--- src/rtl/arb_2x1_pkg.sv ---
// Shared types and constants for the 2:1 round-robin arbiter.
// Optional feature macro used across this slice: ARB_2X1_LOCK_EN.
package arb_2x1_pkg;

    typedef enum logic {
        EMPTY = 1'b0,
        FULL  = 1'b1
    } state_t;

    localparam logic GRANT_REQ0 = 1'b0;
    localparam logic GRANT_REQ1 = 1'b1;

endpackage

--- src/rtl/arb_2x1_if.sv ---
// Handshake bundle between two requesters, the arbiter and its consumer.
// ARB_2X1_LOCK_EN adds the lock input alongside the request signals.
interface arb_2x1_if #(
    parameter int unsigned WIDTH = 32
);

    logic             req0_valid;
    logic [WIDTH-1:0] req0_data;
    logic             req0_ready;
    logic             req1_valid;
    logic [WIDTH-1:0] req1_data;
    logic             req1_ready;
    logic             sel;
    logic             out_valid;
    logic [WIDTH-1:0] out_data;
    logic             out_src;
    logic             out_ready;
`ifdef ARB_2X1_LOCK_EN
    logic             lock;
`endif

    // Requesters and consumer side
    modport master (
`ifdef ARB_2X1_LOCK_EN
        output lock,
`endif
        output req0_valid, req0_data, req1_valid, req1_data, out_ready,
        input  req0_ready, req1_ready, sel, out_valid, out_data, out_src
    );

    // Arbiter side
    modport slave (
`ifdef ARB_2X1_LOCK_EN
        input  lock,
`endif
        input  req0_valid, req0_data, req1_valid, req1_data, out_ready,
        output req0_ready, req1_ready, sel, out_valid, out_data, out_src
    );

endinterface

--- src/rtl/arb_2x1_rr.sv ---
// Round-robin grant selection with last-grant memory.
// With ARB_2X1_LOCK_EN a locked transfer pins the next grant to the same requester.
module arb_2x1_rr
    import arb_2x1_pkg::*;
(
    input  logic clk,
    input  logic rst,
    input  logic req0_valid_i,
    input  logic req1_valid_i,
    input  logic xfer_i,
`ifdef ARB_2X1_LOCK_EN
    input  logic lock_i,
`endif
    output logic grant_o
);

    logic last_grant_q, last_grant_d;
`ifdef ARB_2X1_LOCK_EN
    logic lock_q, lock_d;
`endif

    always_comb begin
        grant_o = last_grant_q;
        if (req0_valid_i && req1_valid_i) begin
            grant_o = ~last_grant_q;
        end else if (req0_valid_i) begin
            grant_o = GRANT_REQ0;
        end else if (req1_valid_i) begin
            grant_o = GRANT_REQ1;
        end
`ifdef ARB_2X1_LOCK_EN
        // A held lock overrides alternation only while the owner still requests
        if (lock_q && ((last_grant_q == GRANT_REQ0) ? req0_valid_i : req1_valid_i)) begin
            grant_o = last_grant_q;
        end
`endif
    end

    always_comb begin
        last_grant_d = last_grant_q;
`ifdef ARB_2X1_LOCK_EN
        lock_d       = lock_q;
`endif
        if (xfer_i) begin
            last_grant_d = grant_o;
`ifdef ARB_2X1_LOCK_EN
            lock_d       = lock_i;
`endif
        end
    end

    always_ff @(posedge clk or posedge rst) begin
        if (rst) begin
            last_grant_q <= GRANT_REQ1;
`ifdef ARB_2X1_LOCK_EN
            lock_q       <= 1'b0;
`endif
        end else begin
            last_grant_q <= last_grant_d;
`ifdef ARB_2X1_LOCK_EN
            lock_q       <= lock_d;
`endif
        end
    end

endmodule

--- src/rtl/arb_2x1.sv ---
// Two-requester arbiter feeding a single registered output slot.
// Build with ARB_2X1_LOCK_EN to add the lock input on the interface.
module arb_2x1
    import arb_2x1_pkg::*;
#(
    parameter int unsigned WIDTH = 32
) (
    input logic       clk,
    input logic       rst,
    arb_2x1_if.slave  bus
);

    state_t           state_q, state_d;
    logic [WIDTH-1:0] out_data_q, out_data_d;
    logic             out_src_q, out_src_d;
    logic             grant;
    logic             free;
    logic             xfer;

    arb_2x1_rr u_rr (
        .clk          (clk),
        .rst          (rst),
        .req0_valid_i (bus.req0_valid),
        .req1_valid_i (bus.req1_valid),
        .xfer_i       (xfer),
`ifdef ARB_2X1_LOCK_EN
        .lock_i       (bus.lock),
`endif
        .grant_o      (grant)
    );

    // Readies are gated by rst so nothing is accepted while reset is held
    assign free           = (state_q == EMPTY) | bus.out_ready;
    assign bus.req0_ready = ~rst & free & (grant == GRANT_REQ0) & bus.req0_valid;
    assign bus.req1_ready = ~rst & free & (grant == GRANT_REQ1) & bus.req1_valid;
    assign xfer           = bus.req0_ready | bus.req1_ready;

    assign bus.sel       = grant;
    assign bus.out_valid = (state_q == FULL);
    assign bus.out_data  = out_data_q;
    assign bus.out_src   = out_src_q;

    always_comb begin
        state_d    = state_q;
        out_data_d = out_data_q;
        out_src_d  = out_src_q;
        unique case (state_q)
            EMPTY: if (xfer) state_d = FULL;
            FULL:  if (!xfer && bus.out_ready) state_d = EMPTY;
            default: state_d = EMPTY;
        endcase
        if (xfer) begin
            out_data_d = (grant == GRANT_REQ1) ? bus.req1_data : bus.req0_data;
            out_src_d  = grant;
        end
    end

    always_ff @(posedge clk or posedge rst) begin
        if (rst) begin
            state_q    <= EMPTY;
            out_data_q <= '0;
            out_src_q  <= GRANT_REQ0;
        end else begin
            state_q    <= state_d;
            out_data_q <= out_data_d;
            out_src_q  <= out_src_d;
        end
    end

endmodule

--- src/flat_wrapper.sv ---
// flat-port wrapper written by rule: the top's interface ports become plain ports
module arb_2x1_flat import arb_2x1_pkg::*;
#(
    parameter int unsigned WIDTH = 32
)
  (clk, rst, bus_req0_valid, bus_req0_data, bus_req1_valid, bus_req1_data, bus_out_ready, bus_req0_ready, bus_req1_ready, bus_sel, bus_out_valid, bus_out_data, bus_out_src);
  arb_2x1_if #(.WIDTH(WIDTH)) bus_i ();
  input logic clk;
  input logic rst;
  input wire logic [$bits(bus_i.req0_valid)-1:0] bus_req0_valid;
  input wire logic [$bits(bus_i.req0_data)-1:0] bus_req0_data;
  input wire logic [$bits(bus_i.req1_valid)-1:0] bus_req1_valid;
  input wire logic [$bits(bus_i.req1_data)-1:0] bus_req1_data;
  input wire logic [$bits(bus_i.out_ready)-1:0] bus_out_ready;
  output wire logic [$bits(bus_i.req0_ready)-1:0] bus_req0_ready;
  output wire logic [$bits(bus_i.req1_ready)-1:0] bus_req1_ready;
  output wire logic [$bits(bus_i.sel)-1:0] bus_sel;
  output wire logic [$bits(bus_i.out_valid)-1:0] bus_out_valid;
  output wire logic [$bits(bus_i.out_data)-1:0] bus_out_data;
  output wire logic [$bits(bus_i.out_src)-1:0] bus_out_src;
  assign bus_i.req0_valid = bus_req0_valid;
  assign bus_i.req0_data = bus_req0_data;
  assign bus_i.req1_valid = bus_req1_valid;
  assign bus_i.req1_data = bus_req1_data;
  assign bus_i.out_ready = bus_out_ready;
  assign bus_req0_ready = bus_i.req0_ready;
  assign bus_req1_ready = bus_i.req1_ready;
  assign bus_sel = bus_i.sel;
  assign bus_out_valid = bus_i.out_valid;
  assign bus_out_data = bus_i.out_data;
  assign bus_out_src = bus_i.out_src;
  arb_2x1 #(.WIDTH(WIDTH)) u_core (.clk(clk), .rst(rst), .bus(bus_i));
endmodule
--- config.mk ---
export PLATFORM = sky130hd
export DESIGN_NAME = arb_2x1_flat
export DESIGN_NICKNAME = d
export VERILOG_FILES = /design/src/rtl/arb_2x1_pkg.sv /design/src/rtl/arb_2x1_if.sv /design/src/rtl/arb_2x1_rr.sv /design/src/rtl/arb_2x1.sv /design/src/flat_wrapper.sv
export SDC_FILE = /design/constraint.sdc
export NUM_CORES = 1
export LEC_CHECK = 0
export CORE_MARGIN = 2
export CORE_UTILIZATION = 41
export CTS_BUF_LIST = sky130_fd_sc_hd__clkbuf_8
export DETAILED_ROUTE_END_ITERATION = 8
export PLACE_DENSITY_LB_ADDON = 0.12
export SLEW_MARGIN = 40
export SYNTH_ARGS = -nofsm -noshare
export SYNTH_HDL_FRONTEND = slang
export SYNTH_SLANG_ARGS = --single-unit
--- constraint.sdc ---
create_clock -name clk -period 2.5 [get_ports clk]
set_input_delay 0.5 -clock clk [delete_from_list [all_inputs] [get_ports clk]]
set_output_delay 0.5 -clock clk [all_outputs]
set_load 0.03 [all_outputs]
=== Word level (Yosys, flattened, before mapping) ===
Cells that the tools add are included.

* Register bits: 35
* Output and inout port bits: 37
* Logic and storage cells: 25

* Muxes and demuxes: 7
* Bitwise logic cells: 11
* Reductions and logical operators: 3

{| class="wikitable"
|+ Operators by type and width
! kind !! number
|-
| two-way mux 32 bit || 1
|-
| AND 1 bit || 5
|-
| two-way mux 1 bit || 5
|-
| NOT 1 bit || 4
|-
| logical AND 1 bit || 2
|-
| bitwise OR 1 bit || 2
|-
| case mux 1 bit (2 select lines) || 1
|-
| logical NOT 1 bit || 1
|}

=== Logic depth before layout (Yosys ltp) ===
Gate-level depths: netlist of the first run.

* Depth after elaboration: 11
* Gate-level depth with buffers: 6
* Gate-level depth less buffers: 3

=== By module ===
From an unflattened synthesis of the first run, not the netlist that was laid out.

* Cells, all modules: 122
* Area, all modules: 1767.9 sq um

{| class="wikitable"
|+ By module, submodules not included
! module !! times used !! cells an instance !! area each (sq um) !! seq. area each (sq um)
|-
| arb_2x1 || 1 || 116 || 1712.9 || 850.8
|-
| arb_2x1_rr || 1 || 6 || 55.1 || 26.3
|}

=== Worst setup path before layout of the first run ===
Ideal clock, no wire load.

* Path type: input to output
* From: input port rst
* To: output port bus_req1_ready
* Arrival time: 2.126 ns
* Setup slack: -0.126 ns
* Cell stages on the path: 5
* Cell sequence: inv_1 -> clkbuf_1 -> buf_2 -> nand3_1 -> a21oi_1

* Cells in the longest elaborated chain, start to end: 4

{| class="wikitable"
|+ Ends and longest elaborated chain
! element !! RTL line !! source
|-
| start, declared || flat_wrapper.sv:9 || <nowiki>input logic rst;</nowiki>
|-
| NOT 1 bit || arb_2x1.sv:35 || <nowiki>assign bus.req1_ready = ~rst & free & (grant == GRANT_REQ1) & bus.req1_valid;</nowiki>
|-
| AND 1 bit (3 in a row) || arb_2x1.sv:35 ||
|-
| end, declared || flat_wrapper.sv:16 || <nowiki>output wire logic [$bits(bus_i.req1_ready)-1:0] bus_req1_ready;</nowiki>
|}

Every way passes these cells.

=== Final worst setup path of the first run ===
* From: input port bus_req0_valid
* To: output port bus_sel

* Cells in the longest elaborated chain, start to end: 2
* Elaborated cells between the ends (all ways): 3
* Those cells by class: 2 x mux; 1 x reduce/logical

{| class="wikitable"
|+ Ends and longest elaborated chain
! element !! RTL line !! source
|-
| start, declared || flat_wrapper.sv:10 || <nowiki>input wire logic [$bits(bus_i.req0_valid)-1:0] bus_req0_valid;</nowiki>
|-
| two-way mux 1 bit / logical AND 1 bit (equally long branches) || arb_2x1_rr.sv:26, arb_2x1_rr.sv:24 ||
|-
| two-way mux 1 bit * || arb_2x1_rr.sv:24 || <nowiki>if (req0_valid_i && req1_valid_i) begin</nowiki>
|-
| end, declared || flat_wrapper.sv:17 || <nowiki>output wire logic [$bits(bus_i.sel)-1:0] bus_sel;</nowiki>
|}

Mark *: on every way between the ends. The rest lies on a longest branch, timed or not.

==> impl_metrics.ini, run 1 <==
[outcome]
status = finished clean

[synth]
syn_area_sq_mm = 0.002061
syn_nets = 280
syn_inst = 211
synth_area_per_cell_sq_um = 9.766
ys_seq_elements = 35
ys_seq_area_share_pct = 42.56
ys_types = 23
yosysWarnings = 0

[pwr]
intPower_mw = 1.400
clkPwrFrac_pct = 16.0
swShare_pct = 39.84
power_leakage_nw = 1.174
irDropWorstVdd_mv = 0.3942
p_comb_share_pct = 50.4
pwr-share-seq_pct = 33.6
p_sw_mw = 0.9272
p_per_area_mw_per_mm2 = 724.9

[clocking]
numCtsBuffers = 5
ctsResizeCount = 0
cts_tree = done
clk_pin_slew_worst_paths_ps = 60
cts_max_level = 2
post_cts_buffers = 0
cts-root-buf = clkbuf_8
cts_hold_buf = 0
cts_buffer_depth = 2
clk_latency_ps = 280
clock_sinks = 35

[timing]
post-route-period-util_pct = 94.94
drv_slew = 0
fin_skew_ps = 2.979
tns_ps = 0
slew_headroom_pct = 75.14
hold_viol = 0
max_freq_mhz = 421.3
setup_slack_ps = 126.5
setup_violations = 0
rsz0062_at_grt = false
tightest_slew_ps = 372.9
post-route-min-period_ps = 2374

[placed_design]
io_buffers = 105
dp_slack_ps = 133.3
gp_congestion = 0.7797
dp_hpwl_um = 3966
place_area_sq_mm = 0.003138
place_inst = 368

[setup_path]
end_kind = output port
cpMaxStageDelayCell = clkdlybuf4s50_1
worst_ep_arrival_time_ps = 1870
crit_chain = clkdlybuf4s50_1, nand2b_1, nand2_1, clkdlybuf4s50_1
crit_required_ps = 2000
cp_max_fo = 2
path_class = input pin to output port
crit_top_cell = clkdlybuf4s50_1
start_kind = input pin
slowest_delay_ps = 690

[die]
die_area_sq_mm = 0.005609
die-height_um = 74.90
die_width_um = 74.90
ios = 106
initial_utilization_pct = 43.06
core-area_sq_mm = 0.004786
core.rowCount = 25

[route]
firstDrtPassIters = 4
drc = 0
vias = 2089
routed_via_density = 5.586
wl_um = 5919
ant_nets = 0
drt_iter0_drc = 123
drt-wirelength-per-cell_um = 15.83

[worst_hold_path]
hold_path_class = register to register

[finish]
diodes = 0
fin_nets = 377
mostFrequentLayoutCells = 103 x clkdlybuf4s50_1, 35 x a31oi_1, 34 x dfrtp_1, 33 x nand3_1, 33 x o21ai_0
post-route-cell-area_sq_mm = 0.003211
stdcell_count = 374
final_core_util_pct = 67.09
areaGrowthSynthToFinish_pct = 55.80
drive_above_1_share_pct = 17.92
nFillCells = 404
final_common_cell = clkdlybuf4s50_1

[global_route]
track_usage_pct = 21.76
antenna_found_initial = 0
grt_max_degree = 37
overflow = 0
grt_pass1_vias = 1930
grt_pass1_wl_um = 9315

[job]
max_cap_violations = 0
## sequential cells by signal, summed over array words and instances, names as in the netlist
register,count
u_core.bus.out_valid,1
u_core.bus.out_src,1
u_core.bus.out_data,32
u_core.u_rr.last_grant_q,1
## cells by family (layout without fill, tap and decap cells)
group                  Yosys count  after routing  synth area share, %
AOI/OAI and AO/OA              101            101                37.77
DFF                             35             35                42.56
and+or+nand+nor                 43             43                11.29
buffers and inverters           32            128                8.379
## cell usage after synthesis, drive strengths merged
library cell   n  share of area (%)
a21oi          2               0.49
a31oi         65                 29
a41oi          1               0.43
and2b          2               0.73
and3           1               0.55
and4           1               0.43
buf           12                4.7
clkbuf        18                3.3
dfrtp         34                 41
dfstp          1                1.3
inv            2               0.36
nand2          1               0.18
nand2b         3               0.91
nand3         33                8.0
nor2           1               0.18
o21ai         33                8.0
or2            1               0.30
## per-layer routing
metal / global-route usage (%) / routed length [um]
met2: 35.96 / 2892
met1: 28.12 / 2490
met4: 4.960 / 55
met5: 0 / 0
met3: 6.693 / 481
## power by group through the flow
stage,registers (mW),clock network (mW),logic [mW]
2_1_floorplan,1.05,0,0.444
3_3_place_gp,0.785,0,1.17
3_5_place_dp,0.792,0,1.18
4_1_cts,0.783,0.383,1.18
5_1_grt,0.796,0.398,1.25
6_report,0.782,0.373,1.17
## final cells by class
class	instances	area (sq um)	share of cell area, %
clock buffers	5	68.82	2.143
clock inverters	1	3.754	0.1169
inverters	2	7.507	0.2338
multi-input cells	144	1011	31.49
flip-flops and latches	35	877.1	27.32
well taps	67	83.83	2.611
repair buffers	120	1159	36.09
## through the flow
stage / power (mW) / hold slack (ps)
finish: 2.327 / 520.3
global route: 2.444 / 547.5
CTS: 2.348 / 526.6
detailed placement: 1.970 / 512.5
global placement: 1.953 / 512.9
floorplan: 1.494 / 553.0
## path summary, 6_finish.rpt
path                                                            to  cells past startpoint  slack [ps]                            from
worst min register to register      u_core.bus.out_src$_DFFE_PP0P_                      2         520  u_core.bus.out_src$_DFFE_PP0P_
min in group asynchronous           u_core.bus.out_src$_DFFE_PP0P_                      3         610                             rst
max in group asynchronous       u_core.bus.out_data[9]$_DFFE_PP0P_                      3        1520                             rst
worst max register to register  u_core.bus.out_data[7]$_DFFE_PP0P_                      5         890  u_core.bus.out_valid$_DFF_PP0_
worst max-delay path                                       bus_sel                      4         130                  bus_req0_valid
worst min-delay path                u_core.bus.out_src$_DFFE_PP0P_                      2         520  u_core.bus.out_src$_DFFE_PP0P_
## critical path, delay by kind of cell
kind | cells | cell delay [ps]
AND/OR/NAND/NOR | 2 | 270
buffers and inverters | 2 | 1110
No activity file was read; power rests on OpenSTA's default activity.
==> inputs of run 2 (changes only) <==
--- a/config.mk
+++ b/config.mk
@@ -9,6 +9,7 @@
 export CORE_UTILIZATION = 41
 export CTS_BUF_LIST = sky130_fd_sc_hd__clkbuf_8
 export DETAILED_ROUTE_END_ITERATION = 8
+export GPL_ROUTABILITY_DRIVEN = 0
 export PLACE_DENSITY_LB_ADDON = 0.12
 export SLEW_MARGIN = 40
 export SYNTH_ARGS = -nofsm -noshare
==> results of run 2 <==
The final DEF is identical to that of run 1; final timing and power are the same.
==> inputs of run 3 (changes only) <==
--- a/config.mk
+++ b/config.mk
@@ -6,8 +6,7 @@
 export NUM_CORES = 1
 export LEC_CHECK = 0
 export CORE_MARGIN = 2
-export CORE_UTILIZATION = 41
-export CTS_BUF_LIST = sky130_fd_sc_hd__clkbuf_8
+export CORE_UTILIZATION = 40
 export DETAILED_ROUTE_END_ITERATION = 8
 export GPL_ROUTABILITY_DRIVEN = 0
 export PLACE_DENSITY_LB_ADDON = 0.12
==> impl_metrics.ini, run 3 (synthesis results as in run 1) <==
[outcome]
status = finished clean

[timing]
slew_headroom_pct = 64.06
hold_viol = 0
post-route-period-util_pct = 88.71
post-route-min-period_ps = 2218
rsz0062_at_grt = false
tns_ps = 0
tightest_slew_ps = 539.1
setup_violations = 0
drv_slew = 0
max_freq_mhz = 450.9
hold_ws_ps = 463.5
fin_skew_ps = 5.371

[global_route]
track_usage_pct = 21.70
grt_pass1_vias = 1969
grt_pass1_wl_um = 9459
antenna_found_initial = 0
overflow = 0
grt_max_degree = 41

[setup_path]
start_kind = input pin
cp_max_fo = 18
crit_start = bus_req1_valid
timing.rr.end = u_core.bus.out_data[18]$_DFFE_PP0P_
crit_required_ps = 2000
ff2ff_setup_slack_ps = 900
worst_ep_arrival_time_ps = 1720
crit_family = buffers and inverters
end_kind = output port
path_class = input pin to output port
critPathBufInv = 3
r2r_start = u_core.u_rr.last_grant_q$_DFFE_PP1P_
crit_chain = clkdlybuf4s50_1, nand2b_1, buf_4, nand2_1, buf_12
cpMaxStageDelayCell = clkdlybuf4s50_1
r2r_cells = 3
slowest_delay_ps = 500

[clocking]
post_cts_buffers = 0
cts-root-buf = clkbuf_8
cts_tree = done
clk_pin_slew_worst_paths_ps = 70
cts_max_level = 2
clock_sinks = 35
clk_latency_ps = 280
cts_hold_buf = 0
ctsResizeCount = 0
cts_buffer_depth = 2
numCtsBuffers = 5

[pwr]
p_total_mw = 2.359
p_per_area_mw_per_mm2 = 739.7
power_leakage_nw = 1.147
irDropWorstVdd_mv = 0.3354

[finish]
mostFrequentLayoutCells = 102 x clkdlybuf4s50_1, 35 x a31oi_1, 34 x dfrtp_1, 33 x nand3_1, 33 x o21ai_0
drive_above_1_share_pct = 17.16
fin_nets = 371
post-route-cell-area_sq_mm = 0.003189
diodes = 0
largest_register_ffs = 32
areaGrowthSynthToFinish_pct = 54.77
final_common_cell = clkdlybuf4s50_1
final_core_util_pct = 63.25

[die]
initial_utilization_pct = 40.87
core-area_sq_mm = 0.005042
ios = 106
die-height_um = 75.78
die_area_sq_mm = 0.005742
die_width_um = 75.78
core.rowCount = 26

[route]
drt-wirelength-per-cell_um = 16.48
drt_iter0_drc = 126
vias = 2108
firstDrtPassIters = 4
ant_nets = 0
wl_um = 6147
routed_via_density = 5.651
drc = 0

[job]
max_cap_violations = 0

[placed_design]
io_buffers = 105
dp_hpwl_um = 4029
place_area_sq_mm = 0.003109

[worst_hold_path]
hold_path_class = input pin to asynchronous set/reset pin
-- run 3: final cells by class --
class | instances | area (sq um)
well taps | 70 | 87.58
flip-flops and latches | 35 | 877.1
clock buffers | 8 | 80.08
fillers | 458 | 1853
multi-input cells | 144 | 1013
repair buffers | 114 | 1124
inverters | 2 | 7.507
-- run 3: per-layer routing --
metal / global-route usage (%) / vias to the layer above / routed length [um]
met5: 0 / - / 0
met4: 6.823 / 0 / 90
met3: 6.746 / 10 / 448
met2: 34.77 / 76 / 3103
met1: 27.99 / 1027 / 2504
li1: - / 995 / -
-- run 3: stage by stage --
stage	std cells	setup WS, ps
4_1_cts	373	269.6
5_1_grt	373	173.6
2_1_floorplan	211	116.0
3_5_place_dp	365	274.4
3_3_place_gp	365	102.5
6_report	373	282.3
-- run 3: worst reg2reg max path, cell delays in order, from the launching register on --
cell and delay (ps):
dfstp_2 580, and2b_2 510, o21ai_0 220, a31oi_2 220
-- run 3: worst max-delay path by stage --
stage                                     endpoint  cells past startpoint
6_report                                   bus_sel                      5
4_1_cts                                    bus_sel                      5
3_3_place_gp   u_core.bus.out_data[28]$_DFFE_PP0P_                      4
3_5_place_dp                               bus_sel                      5
5_1_grt                                    bus_sel                      5
2_1_floorplan                       bus_req1_ready                      5
-- run 3: power breakdown --
| part | switching (mW) | internal, mW | leakage (nW) |
|---|---|---|---|
| logic | 0.663 | 0.516 | 0.718 |
| registers | 0.0762 | 0.704 | 0.389 |
| clock network | 0.201 | 0.198 | 0.0395 |
